`src/rtl/ddco_sweep_pkg.sv`:
```
// Shared types and elaboration helpers for the truth-table sweep stage.
// Holds the FSM state encoding, vector-count helper and parameter legality checks.
package ddco_sweep_pkg;

  typedef enum logic [1:0] {
    StIdle,
    StHold,
    StSample,
    StDone
  } sweep_state_e;

  localparam int unsigned SettleMin = 1;
  localparam int unsigned NInMin    = 1;
  localparam int unsigned NInMax    = 6;

  function automatic int unsigned nvec(input int unsigned n_in);
    return 32'd1 << n_in;
  endfunction

  function automatic bit settle_ok(input int unsigned settle);
    return settle >= SettleMin;
  endfunction

  function automatic bit n_in_ok(input int unsigned n_in);
    return (n_in >= NInMin) && (n_in <= NInMax);
  endfunction

endpackage

```
`src/rtl/sweep_settle_ctr.sv`:
```
// HOLD-phase cycle counter: counts up while enabled, flags the last settle cycle.
// Clear and reset both return the count to zero.
module sweep_settle_ctr #(
  parameter int unsigned SETTLE = 2
) (
  input  logic clk,
  input  logic rst,
  input  logic clr,
  input  logic en,
  output logic term
);

  localparam int unsigned CW = (SETTLE > 1) ? $clog2(SETTLE) : 1;
  localparam logic [CW-1:0] LastCnt = CW'(SETTLE - 1);

  logic [CW-1:0] cnt_q;

  always_ff @(posedge clk) begin
    if (rst || clr) begin
      cnt_q <= '0;
    end else if (en) begin
      cnt_q <= cnt_q + 1'b1;
    end
  end

  assign term = (cnt_q == LastCnt);

endmodule

```
`src/rtl/truth_table_sweeper.sv`:
```
// Drives every input vector to a small combinational unit, samples its output after a
// settle period, and compares the captured truth table with one latched at start.
module truth_table_sweeper
  import ddco_sweep_pkg::*;
#(
  parameter  int unsigned N_IN   = 3,
  parameter  int unsigned SETTLE = 2,
  localparam int unsigned NVEC   = nvec(N_IN)
) (
  input  logic            clk,
  input  logic            rst,
  input  logic            start,
  input  logic [NVEC-1:0] exp_table,
  output logic [N_IN-1:0] vec_out,
  input  logic            y_in,
  output logic            busy,
  output logic            done,
  output logic            pass,
  output logic [NVEC-1:0] table_out,
  output logic [N_IN-1:0] fail_idx,
  output logic [N_IN:0]   fail_cnt
);

  if (!settle_ok(SETTLE)) begin : g_settle_chk
    $error("SETTLE must be at least %0d", SettleMin);
  end
  if (!n_in_ok(N_IN)) begin : g_n_in_chk
    $error("N_IN must be within %0d..%0d", NInMin, NInMax);
  end

  localparam logic [N_IN-1:0] LastVec = '1;
  localparam logic [N_IN:0]   NvecCnt = (N_IN + 1)'(NVEC);

  sweep_state_e state_q, state_d;

  logic [N_IN-1:0] vec_q;
  logic [NVEC-1:0] exp_q;
  logic [NVEC-1:0] table_q;
  logic [N_IN-1:0] fail_idx_q;
  logic [N_IN:0]   fail_cnt_q;
  logic            pass_q;

  logic accept, sample, ctr_clr, ctr_en, ctr_term;
  logic last_vec, mismatch;

  assign last_vec = (vec_q == LastVec);
  assign mismatch = sample && (y_in != exp_q[vec_q]);

  sweep_settle_ctr #(
    .SETTLE(SETTLE)
  ) u_settle_ctr (
    .clk (clk),
    .rst (rst),
    .clr (ctr_clr),
    .en  (ctr_en),
    .term(ctr_term)
  );

  always_ff @(posedge clk) begin : p_state
    if (rst) begin
      state_q <= StIdle;
    end else begin
      state_q <= state_d;
    end
  end

  always_comb begin : p_next_state
    state_d = state_q;
    unique case (state_q)
      StIdle:   if (start) state_d = StHold;
      StHold:   if (ctr_term) state_d = StSample;
      StSample: state_d = last_vec ? StDone : StHold;
      StDone:   if (start) state_d = StHold;
      default:  state_d = StIdle;
    endcase
  end

  always_comb begin : p_outputs
    accept  = 1'b0;
    sample  = 1'b0;
    ctr_clr = 1'b0;
    ctr_en  = 1'b0;
    busy    = 1'b0;
    done    = 1'b0;
    unique case (state_q)
      StIdle: accept = start;
      StHold: begin
        busy   = 1'b1;
        ctr_en = !ctr_term;
      end
      StSample: begin
        busy    = 1'b1;
        sample  = 1'b1;
        ctr_clr = 1'b1;
      end
      StDone: begin
        done   = 1'b1;
        accept = start;
      end
      default: ;
    endcase
    if (accept) ctr_clr = 1'b1;
  end

  // Capture and compare; the terminal-vector check precedes the increment so vec never wraps.
  always_ff @(posedge clk) begin : p_datapath
    if (rst) begin
      vec_q      <= '0;
      exp_q      <= '0;
      table_q    <= '0;
      fail_idx_q <= '0;
      fail_cnt_q <= '0;
      pass_q     <= 1'b0;
    end else if (accept) begin
      vec_q      <= '0;
      exp_q      <= exp_table;
      table_q    <= '0;
      fail_idx_q <= '0;
      fail_cnt_q <= '0;
      pass_q     <= 1'b0;
    end else if (sample) begin
      table_q[vec_q] <= y_in;
      if (mismatch) begin
        fail_cnt_q <= fail_cnt_q + 1'b1;
        if (fail_cnt_q == '0) fail_idx_q <= vec_q;
      end
      if (last_vec) begin
        pass_q <= (fail_cnt_q == '0) && !mismatch;
      end else begin
        vec_q <= vec_q + 1'b1;
      end
    end
  end

  assign vec_out   = vec_q;
  assign pass      = pass_q;
  assign table_out = table_q;
  assign fail_idx  = fail_idx_q;
  assign fail_cnt  = fail_cnt_q;

  a_busy_done_excl: assert property (@(posedge clk) disable iff (rst) !(busy && done));
  a_cnt_bound:      assert property (@(posedge clk) disable iff (rst) fail_cnt_q <= NvecCnt);

endmodule

```
`config.mk`:
```
export PLATFORM = sky130hd
export DESIGN_NAME = truth_table_sweeper
export DESIGN_NICKNAME = d
export VERILOG_FILES = /design/src/rtl/ddco_sweep_pkg.sv /design/src/rtl/sweep_settle_ctr.sv /design/src/rtl/truth_table_sweeper.sv
export SDC_FILE = /design/constraint.sdc
export NUM_CORES = 1
export LEC_CHECK = 0
export CORE_MARGIN = 3
export CORE_UTILIZATION = 30
export CTS_CLUSTER_SIZE = 30
export DETAILED_ROUTE_END_ITERATION = 10
export PLACE_DENSITY = 0.53
export SETUP_SLACK_MARGIN = 0.5
export SLEW_MARGIN = 20
export SYNTH_ARGS = -nofsm -noshare
export SYNTH_HDL_FRONTEND = slang
export SYNTH_SLANG_ARGS = --single-unit
```
`constraint.sdc`:
```
create_clock -name clk -period 2.27 [get_ports clk]
set_input_delay 0.5675 -clock clk [delete_from_list [all_inputs] [get_ports clk]]
set_output_delay 0.5675 -clock clk [all_outputs]
set_load 0.02 [all_outputs]
```
==> reports/metrics.yaml <==
clock_tree:
  cts.sinks: 30
  cts_tree: "built"
  cts_root_buffer: "clkbuf_8"
  numCtsBuffers: 5
  cts_max_level: 2
  clockBufferDepth: 2
  clock_latency_ps: 280
  clkTransAtPathRegs_ps: 60
  hold_buffers: 0
worst_setup_path:
  path_max_fanout: 4
  startpoint_type: "flip-flop"
  crit_path_end_kind: "output port"
  crit_type: "reg -> out"
  arrival_ps: 1220
  required_ps: 1700
timing:
  setup_viol: 0
  max_slew_margin_pct: 76.6
  max_slew.worst_pin.slew_ps: 347
  max_freq_mhz: 561
  finalSetupTns_ps: 0
  skew_ps: 6.54
  rsz0062_at_grt: "true"
  period_share_pct: 78.6
  fin_crit_ps: 1780
  hold_viol: 0
  final_max_slew_viol_count: 0
routing:
  drt-wirelength-per-cell_um: 11.8
  vias: 1247
  drt_iter0_markers: 60
  antenna_left: 0
  dr.pass1.iters: 4
  finalWirelength_mm: 3.27
  drcViolationCount: 0
  viasPerCell: 4.50
global_routing:
  grt_first_pass_wirelength_mm: 5.88
  antenna_found_initial: 0
  grt_util_met1_pct: 14.7
  use_met3_pct: 3.78
  use_met2_pct: 20.3
  grt_pass1_vias: 1302
  grt.overflow.total: 0
  busiest_layer: "met2"
  grt_max_degree: 17
  grt_util_all_layers_pct: 12.3
cells_and_area:
  final_cell_area_sq_um: 2020
  seq_area_sq_um: 606
  drive_above_1_share_pct: 15.2
  layout.nets: 228
  area_growth_pct: 35.5
  multi_input_area_sq_um: 826
  n_antenna_cell: 0
  nFillCells: 519
hold_path:
  hold_path.class: "reg -> reg"
synthesis:
  yosys_warnings: 0
  syn_nets: 186
  synth_area_sq_um: 1490
  yosysSeqAreaShare_pct: 40.3
  synthesis.instances: 167
  yosys_register_bits: 30
  syn_avg_cell_area_sq_um: 8.92
  ys_types: 24
floorplan:
  die_x_um: 76.5
  rows: 25
  core_area_sq_um: 4750
  start_util_pct: 31.3
  fp.dieH_um: 76.5
  die-area_sq_um: 5840
  io_pins: 33
pwr:
  p_leak_uw: 0.000853
  peakVddDrop_uv: 421
  power_density_nw_per_um2: 785
flow_run:
  drv_cap: 0
place:
  io_buffers: 32
  gp_congestion: 0.739
  place_area_sq_um: 1930
  dp.final_hpwl_mm: 2.43
run_status:
  status: "complete, no violations"
-- worst max-delay path: stages (launching register included) --
cell and delay, ps:
dfxtp_2 350, inv_1 50, ha_1 310, inv_1 70, clkbuf_2 160
-- Yosys cell counts --
| master | instances | area share, % |
|---|---|---|
| nor3b_1 | 2 | 1.0 |
| mux4_2 | 2 | 3.0 |
| mux2i_4 | 2 | 3.0 |
| or2_2 | 1 | 0.42 |
| nor2b_1 | 2 | 0.84 |
| mux2i_1 | 20 | 13 |
| a21oi_1 | 12 | 4.0 |
| mux2_4 | 1 | 1.0 |
| ha_1 | 7 | 5.9 |
| buf_6 | 1 | 0.76 |
| nand4b_1 | 2 | 1.2 |
| clkbuf_1 | 9 | 2.3 |
| nand3_1 | 12 | 4.0 |
| nor4bb_1 | 1 | 0.67 |
| nor2_1 | 16 | 4.0 |
| nand4_1 | 1 | 0.42 |
| inv_1 | 7 | 1.8 |
| nand2b_1 | 6 | 2.5 |
| nand2_1 | 26 | 6.6 |
| o21ai_0 | 2 | 0.67 |
| nand3b_1 | 1 | 0.50 |
| dfxtp_1 | 30 | 40 |
| xnor2_1 | 1 | 0.59 |
| nor3_1 | 3 | 1.0 |
-- layout make-up --
type                    instances  area share [%]
inverters                       7            1.30
clock inverters                 1           0.248
clock buffers                   7            4.28
well taps                      67            4.16
flip-flops and latches         30            30.0
repair buffers                 45            19.0
multi-input cells             120            40.9
-- what timing repair did --
item,4_1_cts,5_1_grt
pin swaps,0,0
endpoints found under the setup margin,27,10
resized for setup,21,7
buffers inserted,3,0
-- logic make-up (layout without fill, tap and decap cells) --
| logic type | after synthesis | after routing | synth area share, % |
|---|---|---|---|
| multiplexers | 25 | 25 | 20.5 |
| buffers and inverters | 17 | 60 | 4.79 |
| AO/OA/AOI/OAI | 14 | 14 | 4.71 |
| AND/OR/NAND/NOR | 73 | 73 | 23.2 |
| XOR/XNOR | 1 | 1 | 0.588 |
| adder cells (fa/ha/maj) | 7 | 7 | 5.88 |
| flip-flops | 30 | 30 | 40.3 |
-- worst paths after layout --
kind / from / end / slack, ps / cells past startpoint
setup reg to reg: vec_out[0] / fail_idx[0] / 550 / 4
hold reg to reg: exp_q[6] / exp_q[6] / 460 / 2
setup / recovery: state_q[0] / busy / 490 / 4
hold / removal: exp_q[6] / exp_q[6] / 460 / 2
-- layer usage --
metal | wire, um | vias to the layer above
met5 | 0 | -
met4 | 23 | 0
met3 | 158 | 4
met2 | 1580 | 22
met1 | 1510 | 576
li1 | - | 645
-- metrics by stage --
stage | instances | setup slack, ps | hold slack (ps) | total power (uW) | utilization (%)
after floorplan | 167 | 483 | 433 | 988 | -
after global placement | 266 | 329 | 446 | 1150 | 40.5
after detailed placement | 266 | 314 | 449 | 1170 | 40.5
after CTS | 277 | 271 | 457 | 1610 | 42.4
after global routing | 277 | 427 | 481 | 1690 | 42.4
final | 277 | 486 | 456 | 1580 | 42.4
-- report_power, final --
part	leakage [uW]	internal (uW)	switching [uW]
clock network	0.0000482	244	188
logic	0.000561	238	300
registers	0.000244	579	34.1
total	0.000853	1060	523
-- registers in the layout, indices dropped and copies added (netlist names) --
| signal | flops |
|---|---|
| exp_q | 8 |
| fail_cnt | 4 |
| fail_idx | 3 |
| pass | 1 |
| state_q | 2 |
| table_out | 8 |
| u_settle_ctr.term | 1 |
| vec_out | 3 |
-- placed cells by master, fill, tap and decap left out, types with 3 or more instances in the layout --
cell type	synthesis	layout
dfxtp_1	30	28
nand2_1	26	26
mux2i_1	20	20
dlygate4sd2_1	0	19
nor2_1	16	16
buf_4	0	13
a21oi_1	12	12
nand3_1	12	12
clkdlybuf4s50_1	0	11
inv_1	7	7
ha_1	7	7
nand2b_1	6	6
clkbuf_8	0	6
nor3_1	3	3
(Power assumes the default switching activity.)
